$ cat src/rtl/mips_mem_arbiter_pkg.sv
// Shared types and constants for the instruction/data memory arbiter.
package mips_mem_pkg;

  typedef enum logic [1:0] {
    IDLE,
    BUSY_I,
    BUSY_D
  } arb_state_t;

  localparam int MEM_LAT_MAX = 7;
  localparam int STARVE_W    = 4;
  localparam int LAT_W       = $clog2(MEM_LAT_MAX + 1);

  // Fetch addresses are byte addresses; memory is word addressed.
  localparam int WORD_SHIFT  = 2;

endpackage

$ cat src/rtl/mips_mem_arbiter_if.sv
// CPU-side handshakes and memory-side command bus of the arbiter.
// slave  = the arbiter's view, master = the CPU/memory environment's view.
interface mips_mem_arbiter_if #(
  parameter int ADDR_W = 32,
  parameter int DATA_W = 32
);
  logic              if_req;
  logic [ADDR_W-1:0] if_addr;
  logic              if_ready;
  logic [DATA_W-1:0] if_rdata;

  logic              d_req;
  logic              d_we;
  logic [ADDR_W-1:0] d_addr;
  logic [DATA_W-1:0] d_wdata;
  logic              d_ready;
  logic [DATA_W-1:0] d_rdata;

  logic              ram_en;
  logic              ram_we;
  logic [ADDR_W-1:0] ram_addr;
  logic [DATA_W-1:0] ram_wdata;
  logic [DATA_W-1:0] ram_rdata;

  logic              arb_busy;

  modport slave (
    input  if_req, if_addr, d_req, d_we, d_addr, d_wdata, ram_rdata,
    output if_ready, if_rdata, d_ready, d_rdata,
           ram_en, ram_we, ram_addr, ram_wdata, arb_busy
  );

  modport master (
    output if_req, if_addr, d_req, d_we, d_addr, d_wdata, ram_rdata,
    input  if_ready, if_rdata, d_ready, d_rdata,
           ram_en, ram_we, ram_addr, ram_wdata, arb_busy
  );
endinterface

$ cat src/rtl/mips_mem_arbiter_lat_timer.sv
// Loadable down-counter timing the memory read latency of one access.
// expire is high in the cycle where the loaded count has run down to zero.
module mips_lat_timer
  import mips_mem_pkg::*;
(
  input  logic             clk,
  input  logic             rst_n,
  input  logic             start,
  input  logic [LAT_W-1:0] lat,
  output logic             expire
);

  logic [LAT_W-1:0] lat_cnt;
  logic             active;

  // Load on start, then count down once per cycle until expiry.
  // NOTE: clocked state uses non-blocking (<=) so every register updates from pre-edge values.
  always_ff @(posedge clk or negedge rst_n) begin
    if (!rst_n) begin
      lat_cnt <= '0;
      active  <= 1'b0;
    end else if (start) begin
      lat_cnt <= lat;
      active  <= 1'b1;
    end else if (active) begin
      if (lat_cnt == '0) active  <= 1'b0;
      else               lat_cnt <= lat_cnt - 1'b1;
    end
  end

  assign expire = active && (lat_cnt == '0);

endmodule

$ cat src/rtl/mips_mem_arbiter.sv
// Arbitrates one single-ported memory between instruction fetch and data
// access. Data wins, except that fetch is forced through after STARVE_MAX
// consecutive data grants that overtook a waiting fetch.
module mips_mem_arbiter
  import mips_mem_pkg::*;
#(
  parameter int ADDR_W     = 32,
  parameter int DATA_W     = 32,
  parameter int MEM_LAT    = 1,
  parameter int STARVE_MAX = 4
) (
  input logic               clk,
  input logic               rst_n,
  mips_mem_arbiter_if.slave bus
);

  localparam logic [STARVE_W-1:0] STARVE_LIM = STARVE_W'(STARVE_MAX);
  localparam logic [LAT_W-1:0]    LAT_LOAD   = LAT_W'(MEM_LAT);

  arb_state_t          state, state_next;
  logic [STARVE_W-1:0] starve_cnt, starve_next;
  logic                grant_d, grant_i;
  logic                expire;
  logic                is_store;
  logic [ADDR_W-1:0]   fetch_word;

  assign fetch_word = bus.if_addr >> WORD_SHIFT;

  // Arbitration and next-state decision; requests are only looked at in IDLE.
  // NOTE: every signal gets a default first so no path can infer a latch.
  always_comb begin
    state_next  = state;
    starve_next = starve_cnt;
    grant_d     = 1'b0;
    grant_i     = 1'b0;
    case (state)
      IDLE: begin
        if (bus.d_req && !(bus.if_req && starve_cnt == STARVE_LIM)) begin
          grant_d    = 1'b1;
          state_next = BUSY_D;
          // A D grant over a waiting fetch implies starve_cnt < STARVE_LIM,
          // so the increment cannot pass the saturation point.
          if (bus.if_req) starve_next = starve_cnt + 1'b1;
        end else if (bus.if_req) begin
          grant_i     = 1'b1;
          state_next  = BUSY_I;
          starve_next = '0;
        end
      end
      BUSY_I, BUSY_D: begin
        if (expire) state_next = IDLE;
      end
      default: state_next = IDLE;
    endcase
  end

  // FSM state and starvation counter registers.
  always_ff @(posedge clk or negedge rst_n) begin
    if (!rst_n) begin
      state      <= IDLE;
      starve_cnt <= '0;
    end else begin
      state      <= state_next;
      starve_cnt <= starve_next;
    end
  end

  // Registered memory command, issued in the cycle after the grant.
  always_ff @(posedge clk or negedge rst_n) begin
    if (!rst_n) begin
      bus.ram_en    <= 1'b0;
      bus.ram_we    <= 1'b0;
      bus.ram_addr  <= '0;
      bus.ram_wdata <= '0;
      is_store      <= 1'b0;
    end else begin
      bus.ram_en <= grant_d | grant_i;
      bus.ram_we <= grant_d & bus.d_we;
      if (grant_d) begin
        bus.ram_addr  <= bus.d_addr;
        bus.ram_wdata <= bus.d_wdata;
        is_store      <= bus.d_we;
      end else if (grant_i) begin
        bus.ram_addr  <= fetch_word;
        bus.ram_wdata <= DATA_W'(0);
        is_store      <= 1'b0;
      end
    end
  end

  mips_lat_timer u_lat_timer (
    .clk    (clk),
    .rst_n  (rst_n),
    .start  (grant_d | grant_i),
    .lat    (LAT_LOAD),
    .expire (expire)
  );

  // Completion is combinational from state so reset kills it immediately.
  assign bus.if_ready = (state == BUSY_I) && expire;
  assign bus.d_ready  = (state == BUSY_D) && expire;
  assign bus.if_rdata = bus.if_ready ? bus.ram_rdata : '0;
  assign bus.d_rdata  = (bus.d_ready && !is_store) ? bus.ram_rdata : '0;
  assign bus.arb_busy = (state != IDLE);

endmodule

$ cat src/flat_wrapper.sv
// flat-port wrapper written by rule: the top's interface ports become plain ports
module mips_mem_arbiter_flat import mips_mem_pkg::*;
#(
  parameter int ADDR_W     = 32,
  parameter int DATA_W     = 32,
  parameter int MEM_LAT    = 1,
  parameter int STARVE_MAX = 4
)
  (clk, rst_n, bus_if_req, bus_if_addr, bus_d_req, bus_d_we, bus_d_addr, bus_d_wdata, bus_ram_rdata, bus_if_ready, bus_if_rdata, bus_d_ready, bus_d_rdata, bus_ram_en, bus_ram_we, bus_ram_addr, bus_ram_wdata, bus_arb_busy);
  mips_mem_arbiter_if #(.ADDR_W(ADDR_W), .DATA_W(DATA_W)) bus_i ();
  input logic clk;
  input logic rst_n;
  input wire logic [$bits(bus_i.if_req)-1:0] bus_if_req;
  input wire logic [$bits(bus_i.if_addr)-1:0] bus_if_addr;
  input wire logic [$bits(bus_i.d_req)-1:0] bus_d_req;
  input wire logic [$bits(bus_i.d_we)-1:0] bus_d_we;
  input wire logic [$bits(bus_i.d_addr)-1:0] bus_d_addr;
  input wire logic [$bits(bus_i.d_wdata)-1:0] bus_d_wdata;
  input wire logic [$bits(bus_i.ram_rdata)-1:0] bus_ram_rdata;
  output wire logic [$bits(bus_i.if_ready)-1:0] bus_if_ready;
  output wire logic [$bits(bus_i.if_rdata)-1:0] bus_if_rdata;
  output wire logic [$bits(bus_i.d_ready)-1:0] bus_d_ready;
  output wire logic [$bits(bus_i.d_rdata)-1:0] bus_d_rdata;
  output wire logic [$bits(bus_i.ram_en)-1:0] bus_ram_en;
  output wire logic [$bits(bus_i.ram_we)-1:0] bus_ram_we;
  output wire logic [$bits(bus_i.ram_addr)-1:0] bus_ram_addr;
  output wire logic [$bits(bus_i.ram_wdata)-1:0] bus_ram_wdata;
  output wire logic [$bits(bus_i.arb_busy)-1:0] bus_arb_busy;
  assign bus_i.if_req = bus_if_req;
  assign bus_i.if_addr = bus_if_addr;
  assign bus_i.d_req = bus_d_req;
  assign bus_i.d_we = bus_d_we;
  assign bus_i.d_addr = bus_d_addr;
  assign bus_i.d_wdata = bus_d_wdata;
  assign bus_i.ram_rdata = bus_ram_rdata;
  assign bus_if_ready = bus_i.if_ready;
  assign bus_if_rdata = bus_i.if_rdata;
  assign bus_d_ready = bus_i.d_ready;
  assign bus_d_rdata = bus_i.d_rdata;
  assign bus_ram_en = bus_i.ram_en;
  assign bus_ram_we = bus_i.ram_we;
  assign bus_ram_addr = bus_i.ram_addr;
  assign bus_ram_wdata = bus_i.ram_wdata;
  assign bus_arb_busy = bus_i.arb_busy;
  mips_mem_arbiter #(.ADDR_W(ADDR_W), .DATA_W(DATA_W), .MEM_LAT(MEM_LAT), .STARVE_MAX(STARVE_MAX)) u_core (.clk(clk), .rst_n(rst_n), .bus(bus_i));
endmodule
$ cat config.mk
export PLATFORM = sky130hd
export DESIGN_NAME = mips_mem_arbiter_flat
export DESIGN_NICKNAME = d
export VERILOG_FILES = /design/src/rtl/mips_mem_arbiter_pkg.sv /design/src/rtl/mips_mem_arbiter_if.sv /design/src/rtl/mips_mem_arbiter_lat_timer.sv /design/src/rtl/mips_mem_arbiter.sv /design/src/flat_wrapper.sv
export SDC_FILE = /design/constraint.sdc
export NUM_CORES = 1
export LEC_CHECK = 0
export BUFFER_PORTS_ARGS = -buffer_cell sky130_fd_sc_hd__buf_2
export CELL_PAD_IN_SITES_DETAIL_PLACEMENT = 1
export CELL_PAD_IN_SITES_GLOBAL_PLACEMENT = 2
export CORE_ASPECT_RATIO = 1.2
export CORE_MARGIN = 3
export CORE_UTILIZATION = 22
export CTS_CLUSTER_DIAMETER = 100
export CTS_CLUSTER_SIZE = 16
export DETAILED_ROUTE_END_ITERATION = 10
export HOLD_SLACK_MARGIN = 0.1
export PLACE_DENSITY_LB_ADDON = 0.2
export SLEW_MARGIN = 20
export SYNTH_ARGS = -nofsm -noshare
export SYNTH_HDL_FRONTEND = slang
export SYNTH_SLANG_ARGS = --single-unit
export TNS_END_PERCENT = 5
$ cat constraint.sdc
create_clock -name clk -period 2 [get_ports clk]
set_input_delay 0.4 -clock clk [delete_from_list [all_inputs] [get_ports clk]]
set_output_delay 0.4 -clock clk [all_outputs]
set_load 0.01 [all_outputs]
==> run_results.csv, run 1 <==
group,metric,value,unit
floorplanning,initial_core_util,22.82,%
logic_synthesis,synth_top_area_share,53.14,%
timing,min_period_over_period,113.6,%
critical_path,path_max_fanout,17,
routing,vias_per_cell,4.468,
floorplanning,die_area,18060,µm²
logic_synthesis,synth_edf_count,0,
timing,rsz0062_at_grt,"yes",
logic_synthesis,syn-cell-area,3626,µm²
place,dp_hpwl,9621,µm
logic_synthesis,synth.area.top_cells,"dfrtp_1 (53%), and2_1 (15%), a22o_1 (8.5%)",
clock_tree,cts_made_buffers,9,
clock_tree,cts_sinks,77,
clock_tree,clkTransAtPathRegs,70,ps
cells_and_area,regArea,1927,µm²
cells_and_area,nNetsFinal,728,
routing,drc,0,
global_route,antenna_found_initial,0,
cells_and_area,diodes,0,
timing,finClkSkew,10.44,ps
power,leakage,3.114,nW
worst_hold_path,holdPathStages,2,
critical_path,r2r.worst_path.cells,6,
logic_synthesis,ys_warn_count,0,
logic_synthesis,synth_seq_area_share,53.14,%
floorplanning,die_x,123.2,µm
cells_and_area,drive_gt1_share,51.94,%
timing,fmax,440.1,MHz
timing,setup_viol,65,
flow_run,cap_violations,0,
logic_synthesis,synth-async-reset-ratio,100.0,%
place,port-buffer-count,263,
global_route,grt_pass1_vias,3794,
place,gp_congestion,0.7091,
critical_path,path_class,"flip-flop to output port",
logic_synthesis,synth-main-ff-cell,"dfrtp_1",
critical_path,cp.required,1600,ps
clock_tree,cts_setup_buffers,0,
power,ir_drop,576.3,µV
worst_hold_path,hp-class,"primary input to flip-flop",
timing,setup_ws,-272.3,ps
floorplanning,rows,50,
timing,fin_setup_tns,-16550,ps
critical_path,start_kind,"flip-flop",
timing,worst-slew-pin-transition,525.4,ps
cells_and_area,multiInputGateArea,1584,µm²
run_status,status,"finished with violations",
critical_path,cp.arrival,1870,ps
critical_path,crit_path_end_kind,"output port",
floorplanning,ios,266,
logic_synthesis,yosys.area.top_type,"dfrtp_1",
routing,routedWlPerCell,15.96,µm
routing,drt_first_pass_iters,4,
logic_synthesis,yosysMostFrequentCell,"and2_1",
logic_synthesis,synth_area_per_cell,11.33,µm²
clock_tree,root_buffer,"clkbuf_16",
clock_tree,htreeDepth,3,
cells_and_area,fill_cells,1867,
clock_tree,clockBufferDepth,2,
timing,fin_crit,2272,ps
global_route,grt.total_usage,13.59,%
cells_and_area,syn2layout_area_growth,56.42,%
global_route,grt_max_degree,39,
routing,wirelength,12780,µm
timing,hold_viol_final,0,
timing,drv_slew,0,
clock_tree,cts_tree,"built",
floorplanning,core_area,15890,µm²
routing,drtIter0Drc,88,
timing,slew-limit-headroom,64.97,%
logic_synthesis,ys_types,31,
logic_synthesis,syn-num-nets,460,
clock_tree,clk_latency,340,ps
cells_and_area,final_util,35.69,%
floorplanning,fp.dieH,146.6,µm
logic_synthesis,syn_inst,320,
global_route,grt_overflow_total,0,
logic_synthesis,yosys_register_bits,77,
run_status,violations,"negative setup slack",
routing,vias,3579,
logic_synthesis,synth_common_cells,"and2_1 (87), dfrtp_1 (77), a22o_1 (35)",
power,power_density,1417,nW/µm²
routing,drtAntennaViolNets,0,
global_route,grt_pass1_wl,19490,µm
==> flip-flops by register name (all words and copies together), names as in the netlist, 2 cells and up <==
register	cells
u_core.state	2
u_core.bus.ram_addr	32
u_core.u_lat_timer.lat_cnt	3
u_core.bus.ram_wdata	32
u_core.starve_cnt	4
==> worst max-delay path, cell delays in order, from the launching register on <==
cell,delay (ps)
dfrtp_1,360
inv_1,50
ha_1,190
ha_2,180
buf_4,140
and3_4,170
buf_12,150
and2_1,150
buf_2,140
==> stage by stage <==
step / worst slack (ps) / instances / total power [mW] / cell area, µm² / hold WS [ps]
2_1_floorplan: 5.593 / 320 / 4.780 / 3626 / 104.4
3_3_place_gp: -4.154 / 783 / 6.360 / 5290 / 415.8
3_5_place_dp: 2.698 / 783 / 6.439 / 5290 / 420.7
4_1_cts: -286.1 / 801 / 8.209 / 5672 / 264.3
5_1_grt: -375.5 / 801 / 8.691 / 5672 / 257.6
6_report: -272.3 / 801 / 8.035 / 5672 / 279.3
==> area by class of cell <==
class / instances / share of cell area, %
Inverter: 10 / 0.6618
Multi-Input combinational cell: 208 / 27.93
Clock buffer: 10 / 4.037
Tap cell: 208 / 4.589
Timing Repair Buffer: 282 / 27.60
Sequential cell: 77 / 33.97
Clock inverter: 6 / 1.213
==> kinds of logic (layout without fill, tap and decap cells) <==
logic type | after synthesis | count (layout) | synth area share, %
AND/OR/NAND/NOR | 121 | 121 | 20.39
AO/OA/AOI/OAI | 77 | 77 | 18.91
flip-flops | 77 | 77 | 53.14
buffers and inverters | 35 | 308 | 4.348
adder cells (fa/ha/maj) | 7 | 7 | 2.415
XOR/XNOR | 2 | 2 | 0.4832
multiplexers | 1 | 1 | 0.3105
==> where the power goes <==
part           switching, mW  internal (mW)  leakage (nW)
logic                   1.92           1.79          2.00
registers              0.388           2.30         0.968
clock network          0.671          0.976         0.143
total                   2.97           5.06          3.11
==> routing by layer <==
layer  global-route usage (%)  vias up  part of all wire (%)
met1                    14.48     1696                    37
met5                        0        -                     0
met2                    24.30      199                    49
met4                    3.823        0                   1.0
met3                    5.618        9                    13
li1                         -     1675                     -
==> worst paths after layout <==
path | start | to | slack, ps
max | u_core.u_lat_timer.lat_cnt[0] | bus_if_rdata[25] | -270
min | bus_d_wdata[31] | u_core.bus.ram_wdata[31] | 280
max reg2reg | u_core.starve_cnt[0] | u_core.bus.ram_addr[2] | 210
min reg2reg | u_core.bus.ram_wdata[8] | u_core.bus.ram_wdata[8] | 500
max in group asynchronous | rst_n | u_core.state[0] | 730
min in group asynchronous | rst_n | u_core.bus.ram_addr[28] | 580
==> cells in the final DEF (no fill, tap or decap), types with 5 or more instances in the layout <==
cell / n
buf_2: 259
buf_12: 5
and2_0: 8
clkbuf_16: 9
dfrtp_1: 77
a221o_1: 30
and2_1: 84
nand3_1: 6
inv_1: 10
ha_1: 6
a22o_1: 35
buf_4: 13
nand2_1: 6
==> timing repair <==
item / in CTS / in global routing
cloned: 1 / 0
resized for setup: 12 / 0
hold buffers: 1 / 0
setup endpoints to repair: 65 / 65
hold endpoints to repair: 35 / 0
pin swaps: 1 / 0
No activity file was read; power rests on OpenSTA's default activity.
==> inputs of run 2 (changes only) <==
Settings changed: BUFFER_PORTS_ARGS -buffer_cell sky130_fd_sc_hd__buf_2 to -buffer_cell sky130_fd_sc_hd__buf_4.
==> run_results.csv, run 2 (synthesis results as in run 1) <==
group,metric,value,unit
run_status,status,"finished with violations",
run_status,violations,"negative setup slack",
power,power,8.558,mW
place,gp_congestion,0.7674,
floorplanning,fp.dieH,146.6,µm
place,dp_hpwl,10120,µm
floorplanning,die_x,123.2,µm
floorplanning,core_area,15890,µm²
cells_and_area,nNetsFinal,726,
power,power_density,1355,nW/µm²
routing,drtAntennaViolNets,0,
routing,drc,0,
timing,slew-limit-headroom,63.13,%
flow_run,cap_violations,0,
cells_and_area,syn2layout_area_growth,74.15,%
critical_path,path_max_fanout,16,
power,leakage,3.240,nW
critical_path,cp.arrival,1850,ps
floorplanning,rows,50,
critical_path,crit_path_end_kind,"output port",
timing,drv_slew,0,
timing,hold_viol_final,0,
routing,vias_per_cell,4.556,
cells_and_area,drive_gt1_share,52.12,%
routing,drtIter0Drc,49,
timing,holdWs,285.8,ps
clock_tree,cts_made_buffers,9,
timing,finClkSkew,5.226,ps
timing,min_period_over_period,112.7,%
routing,drt_first_pass_iters,4,
timing,worst-slew-pin-transition,553.0,ps
floorplanning,die_area,18060,µm²
global_route,grt.total_usage,14.22,%
routing,wirelength,13370,µm
critical_path,start_kind,"flip-flop",
clock_tree,root_buffer,"clkbuf_16",
clock_tree,clk_latency,330,ps
global_route,grt_max_degree,41,
global_route,grt_pass1_vias,3925,
floorplanning,ios,266,
routing,routedWlPerCell,16.74,µm
global_route,grt_overflow_total,0,
cells_and_area,final_common_cell,"buf_4",
clock_tree,clockBufferDepth,2,
cells_and_area,diodes,0,
cells_and_area,reg_top3,"u_core.bus.ram_addr: 32 flops, u_core.bus.ram_wdata: 32 flops, u_core.starve_cnt: 4 flops",
power,ir_drop,497.1,µV
clock_tree,cts_sinks,77,
timing,fin_crit,2254,ps
critical_path,path_class,"flip-flop to output port",
place,port-buffer-count,263,
floorplanning,initial_core_util,22.82,%
clock_tree,htreeDepth,3,
timing,rsz0062_at_grt,"yes",
cells_and_area,final_util,39.74,%
clock_tree,cts_tree,"built",
timing,setup_ws,-253.6,ps
global_route,grt_pass1_wl,20380,µm
timing,setup_viol,65,
timing,fmax,443.7,MHz
clock_tree,cts_setup_buffers,0,
clock_tree,clkTransAtPathRegs,60,ps
cells_and_area,final_cell_mix,"buf_4 (272), and2_1 (83), dfrtp_1 (77), a22o_1 (35), a221o_1 (30)",
critical_path,cp.required,1600,ps
worst_hold_path,hp-class,"primary input to flip-flop",
global_route,antenna_found_initial,0,
routing,vias,3640,
run 2: critical path, stage by stage, from the launching register on:
cell	delay, ps
dfrtp_1	340
inv_1	50
ha_1	190
ha_2	180
buf_4	140
and3_4	170
buf_16	150
and2_1	160
buf_4	140
run 2: area by class of cell:
cell class | instances | area [µm²]
fillers | 1783 | 9575
repair buffers | 280 | 2200
flip-flops and latches | 77 | 1927
multi-input cells | 208 | 1589
well taps | 208 | 260.3
clock buffers | 10 | 229.0
clock inverters | 6 | 72.57
inverters | 10 | 37.54
run 2: final timing paths:
check / endpoint / start / slack [ps] / cells past startpoint
max in group asynchronous: u_core.u_lat_timer.lat_cnt[0] / rst_n / 830 / 3
min reg2reg: u_core.bus.ram_wdata[22] / u_core.bus.ram_wdata[22] / 510 / 1
min: u_core.bus.ram_wdata[10] / bus_d_wdata[10] / 290 / 2
max reg2reg: u_core.bus.ram_addr[16] / u_core.starve_cnt[0] / 180 / 6
max: bus_if_rdata[23] / u_core.u_lat_timer.lat_cnt[0] / -250 / 8
min in group asynchronous: u_core.bus.ram_addr[28] / rst_n / 590 / 2
run 2: power by group:
part / switching, mW / total [mW] / internal, mW
clock: 0.670 / 1.65 / 0.978
combinational: 1.94 / 4.19 / 2.25
sequential: 0.424 / 2.72 / 2.30
run 2: per-layer routing:
metal	vias up	track usage (%)	share of wire [%]
met4	0	3.989	0.90
met3	9	5.967	14
li1	1663	-	-
met1	1777	14.72	34
met2	191	25.85	51
met5	-	0	0
run 2: what timing repair did:
action,in CTS,in global routing
hold buffers,1,0
setup endpoints to repair,65,66
resized for setup,11,1
pin swaps,1,0
hold endpoints to repair,38,0
cloned,1,0
run 2: per-stage QoR:
step,setup slack [ps],setup TNS (ps),cell area [µm²],instances
2_1_floorplan,5.593,0,3626,320
3_3_place_gp,11.72,0,5943,781
3_5_place_dp,-9.300,-13.58,5943,781
4_1_cts,-284.2,-17230,6312,799
5_1_grt,-399.4,-23260,6315,799
6_report,-253.6,-14810,6315,799
